===== config.mk =====
export PLATFORM = sky130hd
export DESIGN_NAME = game_round_ctrl_flat
export DESIGN_NICKNAME = d
export VERILOG_FILES = /design/src/rtl/game_pkg.sv /design/src/rtl/game_round_ctrl_if.sv /design/src/rtl/bcd2_counter.sv /design/src/rtl/game_round_ctrl.sv /design/src/flat_wrapper.sv
export SDC_FILE = /design/constraint.sdc
export NUM_CORES = 1
export LEC_CHECK = 0
export CAP_MARGIN = 20
export CORE_MARGIN = 2
export CORE_UTILIZATION = 54
export DETAILED_ROUTE_END_ITERATION = 8
export GPL_ROUTABILITY_DRIVEN = 0
export GPL_TIMING_DRIVEN = 1
export PLACE_DENSITY = 0.83
export SYNTH_ARGS = -nofsm -noshare
export SYNTH_HDL_FRONTEND = slang
export SYNTH_SLANG_ARGS = --single-unit

===== constraint.sdc =====
create_clock -name ClockIn -period 5 [get_ports ClockIn]
set_input_delay 1 -clock ClockIn [delete_from_list [all_inputs] [get_ports ClockIn]]
set_output_delay 1 -clock ClockIn [all_outputs]
set_load 0.02 [all_outputs]

===== src/rtl/game_pkg.sv =====
// Shared types and helpers for the whacking-game round controller.
package game_pkg;

  localparam int unsigned DIGIT_W = 4;
  localparam logic [DIGIT_W-1:0] BCD_NINE = 4'd9;

  typedef enum logic [1:0] {
    ST_IDLE    = 2'b00,
    ST_PREROLL = 2'b01,
    ST_PLAY    = 2'b10,
    ST_OVER    = 2'b11
  } state_t;

  typedef struct packed {
    logic [DIGIT_W-1:0] tens;
    logic [DIGIT_W-1:0] ones;
  } bcd2_t;

  function automatic bcd2_t to_bcd2(input int unsigned value);
    bcd2_t result;
    result.tens = 4'(value / 10);
    result.ones = 4'(value % 10);
    return result;
  endfunction

endpackage


===== src/rtl/game_round_ctrl_if.sv =====
// Input events and display/status outputs of the round controller.
// Pause member exists only when GAME_PAUSE_EN is defined.
interface game_round_ctrl_if;
  logic       SecondTick;
  logic       Start;
  logic       HitScored;
`ifdef GAME_PAUSE_EN
  logic       Pause;
`endif
  logic [3:0] TimeOnes;
  logic [3:0] TimeTens;
  logic [3:0] ScoreOnes;
  logic [3:0] ScoreTens;
  logic [1:0] State;
  logic       Playing;
  logic       GameOver;
  logic       RoundDone;

  modport master (
`ifdef GAME_PAUSE_EN
    output Pause,
`endif
    output SecondTick, Start, HitScored,
    input  TimeOnes, TimeTens, ScoreOnes, ScoreTens, State, Playing, GameOver, RoundDone
  );

  modport slave (
`ifdef GAME_PAUSE_EN
    input  Pause,
`endif
    input  SecondTick, Start, HitScored,
    output TimeOnes, TimeTens, ScoreOnes, ScoreTens, State, Playing, GameOver, RoundDone
  );
endinterface


===== src/rtl/bcd2_counter.sv =====
// Two-digit BCD register: load has priority, increment saturates at 99,
// decrement floors at 00.
module bcd2_counter
  import game_pkg::*;
#(
  parameter bcd2_t RESET_VAL = '0
) (
  input  logic  ClockIn,
  input  logic  Resetn,
  input  logic  Load,
  input  bcd2_t LoadVal,
  input  logic  Inc,
  input  logic  Dec,
  output bcd2_t Value,
  output logic  IsOne
);

  bcd2_t valueNext;
  logic  isMax;
  logic  isZero;

  assign isMax  = (Value.tens == BCD_NINE) && (Value.ones == BCD_NINE);
  assign isZero = (Value.tens == 4'd0) && (Value.ones == 4'd0);
  assign IsOne  = (Value.tens == 4'd0) && (Value.ones == 4'd1);

  always_comb begin
    valueNext = Value;
    if (Load) begin
      valueNext = LoadVal;
    end else if (Inc && !isMax) begin
      if (Value.ones == BCD_NINE) begin
        valueNext.ones = 4'd0;
        valueNext.tens = Value.tens + 4'd1;
      end else begin
        valueNext.ones = Value.ones + 4'd1;
      end
    end else if (Dec && !isZero) begin
      if (Value.ones == 4'd0) begin
        valueNext.ones = BCD_NINE;
        valueNext.tens = Value.tens - 4'd1;
      end else begin
        valueNext.ones = Value.ones - 4'd1;
      end
    end
  end

  always_ff @(posedge ClockIn or negedge Resetn) begin
    if (!Resetn) Value <= RESET_VAL;
    else         Value <= valueNext;
  end

endmodule


===== src/rtl/game_round_ctrl.sv =====
// Round controller: pre-roll countdown, play countdown and saturating BCD score.
// Optional freeze input enabled by defining GAME_PAUSE_EN.
module game_round_ctrl
  import game_pkg::*;
#(
  parameter int unsigned ROUND_SECONDS   = 60,
  parameter int unsigned PREROLL_SECONDS = 3
) (
  input logic             ClockIn,
  input logic             Resetn,
  game_round_ctrl_if.slave Bus
);

  localparam bcd2_t ROUND_BCD   = to_bcd2(ROUND_SECONDS);
  localparam bcd2_t PREROLL_BCD = '{tens: 4'd0, ones: 4'(PREROLL_SECONDS)};

  state_t state, stateNext;
  logic   startQ, startArmed, startEdge;
  logic   frozen, tick, hit;
  logic   playingReg, gameOverReg, roundDoneReg, roundDoneNext;
  logic   timeLoad, timeDec, timeIsOne;
  bcd2_t  timeLoadVal, timeVal;
  logic   scoreLoad, scoreInc, scoreIsOne;
  bcd2_t  scoreVal;

`ifdef GAME_PAUSE_EN
  assign frozen = Bus.Pause && ((state == ST_PREROLL) || (state == ST_PLAY));
`else
  assign frozen = 1'b0;
`endif

  // Arming keeps a Start level held through reset release from counting as an edge.
  assign startEdge = Bus.Start && !startQ && startArmed;
  assign tick      = Bus.SecondTick && !frozen;
  assign hit       = Bus.HitScored && !frozen;

  always_comb begin
    stateNext     = state;
    timeLoad      = 1'b0;
    timeLoadVal   = ROUND_BCD;
    timeDec       = 1'b0;
    scoreLoad     = 1'b0;
    scoreInc      = 1'b0;
    roundDoneNext = 1'b0;
    unique case (state)
      ST_IDLE, ST_OVER: begin
        if (startEdge) begin
          stateNext   = ST_PREROLL;
          timeLoad    = 1'b1;
          timeLoadVal = PREROLL_BCD;
          scoreLoad   = 1'b1;
        end
      end
      ST_PREROLL: begin
        if (tick) begin
          if (timeIsOne) begin
            stateNext = ST_PLAY;
            timeLoad  = 1'b1;
          end else begin
            timeDec = 1'b1;
          end
        end
      end
      ST_PLAY: begin
        scoreInc = hit;
        if (tick) begin
          timeDec = 1'b1;
          if (timeIsOne) begin
            stateNext     = ST_OVER;
            roundDoneNext = 1'b1;
          end
        end
      end
      default: stateNext = ST_IDLE;
    endcase
  end

  always_ff @(posedge ClockIn or negedge Resetn) begin
    if (!Resetn) begin
      state        <= ST_IDLE;
      startQ       <= 1'b0;
      startArmed   <= 1'b0;
      playingReg   <= 1'b0;
      gameOverReg  <= 1'b0;
      roundDoneReg <= 1'b0;
    end else begin
      state        <= stateNext;
      startQ       <= Bus.Start;
      startArmed   <= startArmed || !Bus.Start;
      playingReg   <= (stateNext == ST_PLAY);
      gameOverReg  <= (stateNext == ST_OVER);
      roundDoneReg <= roundDoneNext;
    end
  end

  bcd2_counter #(.RESET_VAL(ROUND_BCD)) uTime (
    .ClockIn (ClockIn),
    .Resetn  (Resetn),
    .Load    (timeLoad),
    .LoadVal (timeLoadVal),
    .Inc     (1'b0),
    .Dec     (timeDec),
    .Value   (timeVal),
    .IsOne   (timeIsOne)
  );

  bcd2_counter #(.RESET_VAL('0)) uScore (
    .ClockIn (ClockIn),
    .Resetn  (Resetn),
    .Load    (scoreLoad),
    .LoadVal ('0),
    .Inc     (scoreInc),
    .Dec     (1'b0),
    .Value   (scoreVal),
    .IsOne   (scoreIsOne)
  );

  assign Bus.TimeOnes  = timeVal.ones;
  assign Bus.TimeTens  = timeVal.tens;
  assign Bus.ScoreOnes = scoreVal.ones;
  assign Bus.ScoreTens = scoreVal.tens;
  assign Bus.State     = state;
  assign Bus.Playing   = playingReg;
  assign Bus.GameOver  = gameOverReg;
  assign Bus.RoundDone = roundDoneReg;

  logic unusedScoreOne;
  assign unusedScoreOne = scoreIsOne;

endmodule

===== src/flat_wrapper.sv =====
// flat-port wrapper written by rule: the top's interface ports become plain ports
module game_round_ctrl_flat import game_pkg::*;
#(
  parameter int unsigned ROUND_SECONDS   = 60,
  parameter int unsigned PREROLL_SECONDS = 3
)
  (ClockIn, Resetn, Bus_SecondTick, Bus_Start, Bus_HitScored, Bus_TimeOnes, Bus_TimeTens, Bus_ScoreOnes, Bus_ScoreTens, Bus_State, Bus_Playing, Bus_GameOver, Bus_RoundDone);
  game_round_ctrl_if Bus_i ();
  input logic ClockIn;
  input logic Resetn;
  input wire logic [$bits(Bus_i.SecondTick)-1:0] Bus_SecondTick;
  input wire logic [$bits(Bus_i.Start)-1:0] Bus_Start;
  input wire logic [$bits(Bus_i.HitScored)-1:0] Bus_HitScored;
  output wire logic [$bits(Bus_i.TimeOnes)-1:0] Bus_TimeOnes;
  output wire logic [$bits(Bus_i.TimeTens)-1:0] Bus_TimeTens;
  output wire logic [$bits(Bus_i.ScoreOnes)-1:0] Bus_ScoreOnes;
  output wire logic [$bits(Bus_i.ScoreTens)-1:0] Bus_ScoreTens;
  output wire logic [$bits(Bus_i.State)-1:0] Bus_State;
  output wire logic [$bits(Bus_i.Playing)-1:0] Bus_Playing;
  output wire logic [$bits(Bus_i.GameOver)-1:0] Bus_GameOver;
  output wire logic [$bits(Bus_i.RoundDone)-1:0] Bus_RoundDone;
  assign Bus_i.SecondTick = Bus_SecondTick;
  assign Bus_i.Start = Bus_Start;
  assign Bus_i.HitScored = Bus_HitScored;
  assign Bus_TimeOnes = Bus_i.TimeOnes;
  assign Bus_TimeTens = Bus_i.TimeTens;
  assign Bus_ScoreOnes = Bus_i.ScoreOnes;
  assign Bus_ScoreTens = Bus_i.ScoreTens;
  assign Bus_State = Bus_i.State;
  assign Bus_Playing = Bus_i.Playing;
  assign Bus_GameOver = Bus_i.GameOver;
  assign Bus_RoundDone = Bus_i.RoundDone;
  game_round_ctrl #(.ROUND_SECONDS(ROUND_SECONDS), .PREROLL_SECONDS(PREROLL_SECONDS)) u_core (.ClockIn(ClockIn), .Resetn(Resetn), .Bus(Bus_i));
endmodule

## After elaboration in Yosys (flattened, before gate mapping)

Index checks and enable logic that the tools add are counted.

- Register bits after elaboration: 23
- Input port bits: 5
- Output and inout bits: 21
- Logic and storage cells: 71

- Add/subtract/negate cells: 4
- Equal/unequal tests: 8
- Mux-type cells: 27
- Reductions and logical operators: 22

Operator list:

| cell | number |
|---|---|
| two-way mux 8 bit | 5 |
| two-way mux 4 bit | 4 |
| two-way mux 2 bit | 5 |
| two-way mux 1 bit | 9 |
| adder 4 x 1 -> 4 bit (second input constant) | 2 |
| equality test 2 bit (second input constant) | 4 |
| equality test 4 bit (second input constant) | 2 |
| zero test 4 bit | 2 |
| nonzero test 2 bit | 4 |
| subtractor 4 x 1 -> 4 bit (second input constant) | 2 |
| logical AND 1 bit | 7 |
| two-way mux 7 bit | 1 |
| one-hot mux 2 bit (3 select lines) | 1 |
| equality test 4 x 1 -> 1 bit (second input constant) | 1 |
| zero test 1 bit | 4 |
| one-hot mux 1 bit (2 select lines) | 2 |
| AND reduction 2 bit | 2 |
| equality test 2 x 1 -> 1 bit (second input constant) | 1 |
| zero test 2 bit | 1 |
| OR reduction 2 bit | 1 |
| logical OR 1 bit | 1 |

## Longest topological paths before layout

- Word-level depth: 8
- Gate-level depth with buffers: 7
- Mapped depth without buffers: 6

## By module

From an unflattened synthesis, not the netlist that was laid out.

- Cell total of the unflattened synthesis: 206
- Area, all modules: 1899.3 um2

Modules (own cells, without submodules):

| module | instances | cells each | area each (um2) | sequential area each (um2) |
|---|---|---|---|---|
| bcd2_counter at u_core.uTime | 1 | 83 | 742.0 | 202.7 |
| bcd2_counter at u_core.uScore | 1 | 83 | 739.5 | 200.2 |
| game_round_ctrl | 1 | 40 | 417.9 | 175.2 |

## Least setup slack after synthesis

OpenSTA, ideal clock, no wires.

- Kind: register -> register
- Start: register u_core.state[0], in the netlist u_core.Bus.State[0]
- End: register u_core.uTime.Value[5] (netlist bit)
- Data arrival time: 2167 ps
- Data required time: 4932 ps
- Slack: 2765 ps
- Cell stages (with the launch flop): 8
- Clock period less this slack: 2235 ps
- Cells stage by stage: dfrtp_1 > inv_1 > ha_1 > clkbuf_1 > nand2b_1 > or4_4 > mux2_4 > a21oi_2

- Longest elaborated chain between the ends: 5
- Elaborated cells on any way between the ends: 13

RTL lines:

| element | line | RTL |
|---|---|---|
| from (decl) | game_round_ctrl.sv:17 | `state_t state, stateNext;` |
| from (signal assigned) | game_round_ctrl.sv:87 | `state <= stateNext;` |
| equality test 2 bit, or another cell as far along | game_round_ctrl.sv:45 | `unique case (state)` |
| OR reduction 2 bit / one-hot mux 1 bit (2 select lines) (equally long branches) | game_round_ctrl.sv:45 |  |
| one-hot mux 1 bit (2 select lines) / logical AND 1 bit (equally long branches) | game_round_ctrl.sv:45, bcd2_counter.sv:37 |  |
| nonzero test 2 bit (no line) | n/a |  |
| AND reduction 2 bit (no line) | n/a |  |
| to (signal assigned) | bcd2_counter.sv:49 | `else Value <= valueNext;` |
| to (decl) | bcd2_counter.sv:14 | `output bcd2_t Value,` |

Parallel ways exist; a longest one is shown, timed or not.
A chain may end at the register's enable or synchronous reset.

## Worst setup path in the final report

- Start: register u_core.uTime.Value[6] (netlist bit)
- End: output Bus_TimeTens[2]

RTL lines:

| element | line | RTL |
|---|---|---|
| to (decl) | flat_wrapper.sv:15 | `output wire logic [$bits(Bus_i.TimeTens)-1:0] Bus_TimeTens;` |

No word-level cell between the ends.

==> results.ini <==
[sta]
max_slew_margin_pct=54.71
setup_ws_ns=2.487
slew_violations=0
rsz0062_at_grt=no
fin_crit_ns=2.513
period_share_pct=50.26
max_freq_ghz=0.3979
setup_viol_count_final=0
worst_slew_pin_slew_ns=0.6742
clock_skew_ns=0.005398
fin_tns_setup_ns=0
hold_viol_final=0

[clocking]
cts_buffer_depth=2
cts.sinks=23
clk-insertion-delay-late_ns=0.30
root_buffer=clkbuf_4
post_cts_resized=0
postCtsHoldBufs=0
htree_num_levels=1
cts_setup_buffers=0
clk_transition_reported_paths_ns=0.13
cts_buffers=3
cts_tree=done

[pwr]
power_leakage_nw=0.6946
ir_worst_vdd_mv=0.3536
power_density_nw_per_um2=422.3

[place]
place_ws_ns=2.304
hpwl_um=2095
portBuffers=25

[critical_path]
r2r-start=u_core.Bus.State[0]
critPathCaptureType=primary output
arrival_ns=1.51
cpLargestDelayFamily=buffers and inverters
crit_type=reg2out
max_stage_delay_ns=0.61
worstSetupStartpoint=u_core.uTime.Value[6]
startpoint_type=flop
path_max_fanout=6
rrSetupSlack_ns=2.79
crit_required_ns=4.00
path_buf_inv=1
cpMaxStageDelayCell=clkdlybuf4s50_1
crit_chain=clkdlybuf4s50_1

[yosys]
yosys.area_share.simple_pct=26.03
synth_top_family_by_area=simple AND/OR/NAND/NOR gates
synth_warnings=0
synthTopCellsByArea=dfrtp_1, ha_1, dfstp_2
synthMuxAreaShare_pct=3.554
yosysUniqueCellTypes=40
synth-edff-count=0
synth_fa_ha_area_share_pct=7.685
synth_xor_area_share_pct=2.690
avgSynthCellArea_um2=9.648
synth_commonest_cells=dfrtp_1, nor2_1, nand2_1
mappedNetlistArea_um2=1302
ys_seq_elements=23
synth_compound_area_share_pct=12.49
yosys_most_used_dff=dfrtp_1
synth.top_cell.area_share_pct=40.35
synth_nets=148
synth.most_common_cell=dfrtp_1
netlist_instances=135
synth-seq-area-share_pct=44.38
synth_top_area_cell=dfrtp_1
async_flop_share_pct=100.0

[floorplanning]
dieArea_um2=2821
die_h_um=53.11
start_util_pct=57.77
core_um2=2255
rows=17
fp.dieW_um=53.11
io_pins=26

[global_route]
grt_max_degree=24
use_met2_pct=37.92
grt_usage_pct=22.84
met1_usage_pct=29.96
met3_usage_pct=2.542
grt_pass1_wl_um=4664
antenna_found_initial=0
top_usage_layer=met2
overflow=0
grt_pass1_vias=1055

[drt]
route.vias.total=1128
drtAntennaViolNets=0
drc=0
dr.pass1.iters=4
drt_wl_total_um=2712
routedWlPerCell_um=14.27
vias_per_cell=5.937
drt-initial-drc-count=16

[layout]
antenna_cells=0
drive_above_1_share_pct=8.025
syn_to_final_growth_pct=24.30
nNetsFinal=176
fillers=193

[hold_path]
hp-start=u_core.startArmed
hold_class=reg2reg

[run_status]
status=finished, final reports clean

[run]
maxCapViolCount=0

## cell families (layout without fill, tap and decap cells)
group           Yosys count  in the layout
compound gates           25             25
mux                       4              4
flops                    23             23
buf+inv                  11             38
simple gates             60             60
xor+xnor                  4              4
fa+ha+maj                 8              8
## cells in the final DEF, fill, tap and decap left out, drive strengths merged, types with 5 or more instances in the layout
master / instances
clkdlybuf4s50: 25
dfrtp: 21
nor2: 14
nand2: 10
a21oi: 10
inv: 8
ha: 8
nor3: 5
nand4: 5
and2: 5
## per-layer routing
| layer | vias to the layer above | wire, µm |
|---|---|---|
| met5 | - | 0 |
| met4 | 0 | 76 |
| met1 | 542 | 1228 |
| li1 | 534 | - |
| met3 | 8 | 154 |
| met2 | 44 | 1253 |
## through the flow
| stage | std cells | util (%) | power [W] | cell area (µm²) | hold slack [ns] |
|---|---|---|---|---|---|
| after floorplan | 135 | - | 0.0004809 | 1303 | 0.4499 |
| after global placement | 185 | 69.92 | 0.0005835 | 1577 | 0.4777 |
| after detailed placement | 185 | 69.92 | 0.0006001 | 1577 | 0.4827 |
| after CTS | 189 | 71.14 | 0.0006849 | 1604 | 0.5171 |
| after global routing | 190 | 71.81 | 0.0007361 | 1619 | 0.5463 |
| final | 190 | 71.81 | 0.0006837 | 1619 | 0.5087 |
## flip-flops by register name, indices dropped and copies added, names as in the netlist
register,count
u_core.Bus.GameOver,1
u_core.Bus.Playing,1
u_core.uTime.Value,8
u_core.startQ,1
u_core.startArmed,1
u_core.uScore.Value,8
u_core.Bus.State,2
u_core.Bus.RoundDone,1
## path summary, 6_finish.rpt
path	endpoint	cells after the start
max	Bus_TimeTens[2]	1
min	u_core.startArmed	1
max reg2reg	u_core.uTime.Value[2]	6
min reg2reg	u_core.startArmed	1
max in group asynchronous	u_core.uTime.Value[5]	2
min in group asynchronous	u_core.startQ	1
## cell type report
cell class / count / area [µm²] / area share (%)
clock buffer: 3 / 22.52 / 1.391
clock inverter: 1 / 5.005 / 0.3091
inverter: 8 / 30.03 / 1.855
multi-input combinational: 101 / 683.2 / 42.19
sequential: 23 / 578.1 / 35.70
tap: 28 / 35.03 / 2.164
timing repair buffer: 26 / 265.3 / 16.38
## power by group
part / internal [W] / total (W) / switching (W)
logic: 0.000144 / 0.000338 / 0.000194
registers: 0.000221 / 0.000261 / 0.0000399
clock network: 0.0000297 / 0.0000849 / 0.0000552
total: 0.000395 / 0.000684 / 0.000289
No activity file was read; power rests on OpenSTA's default activity.
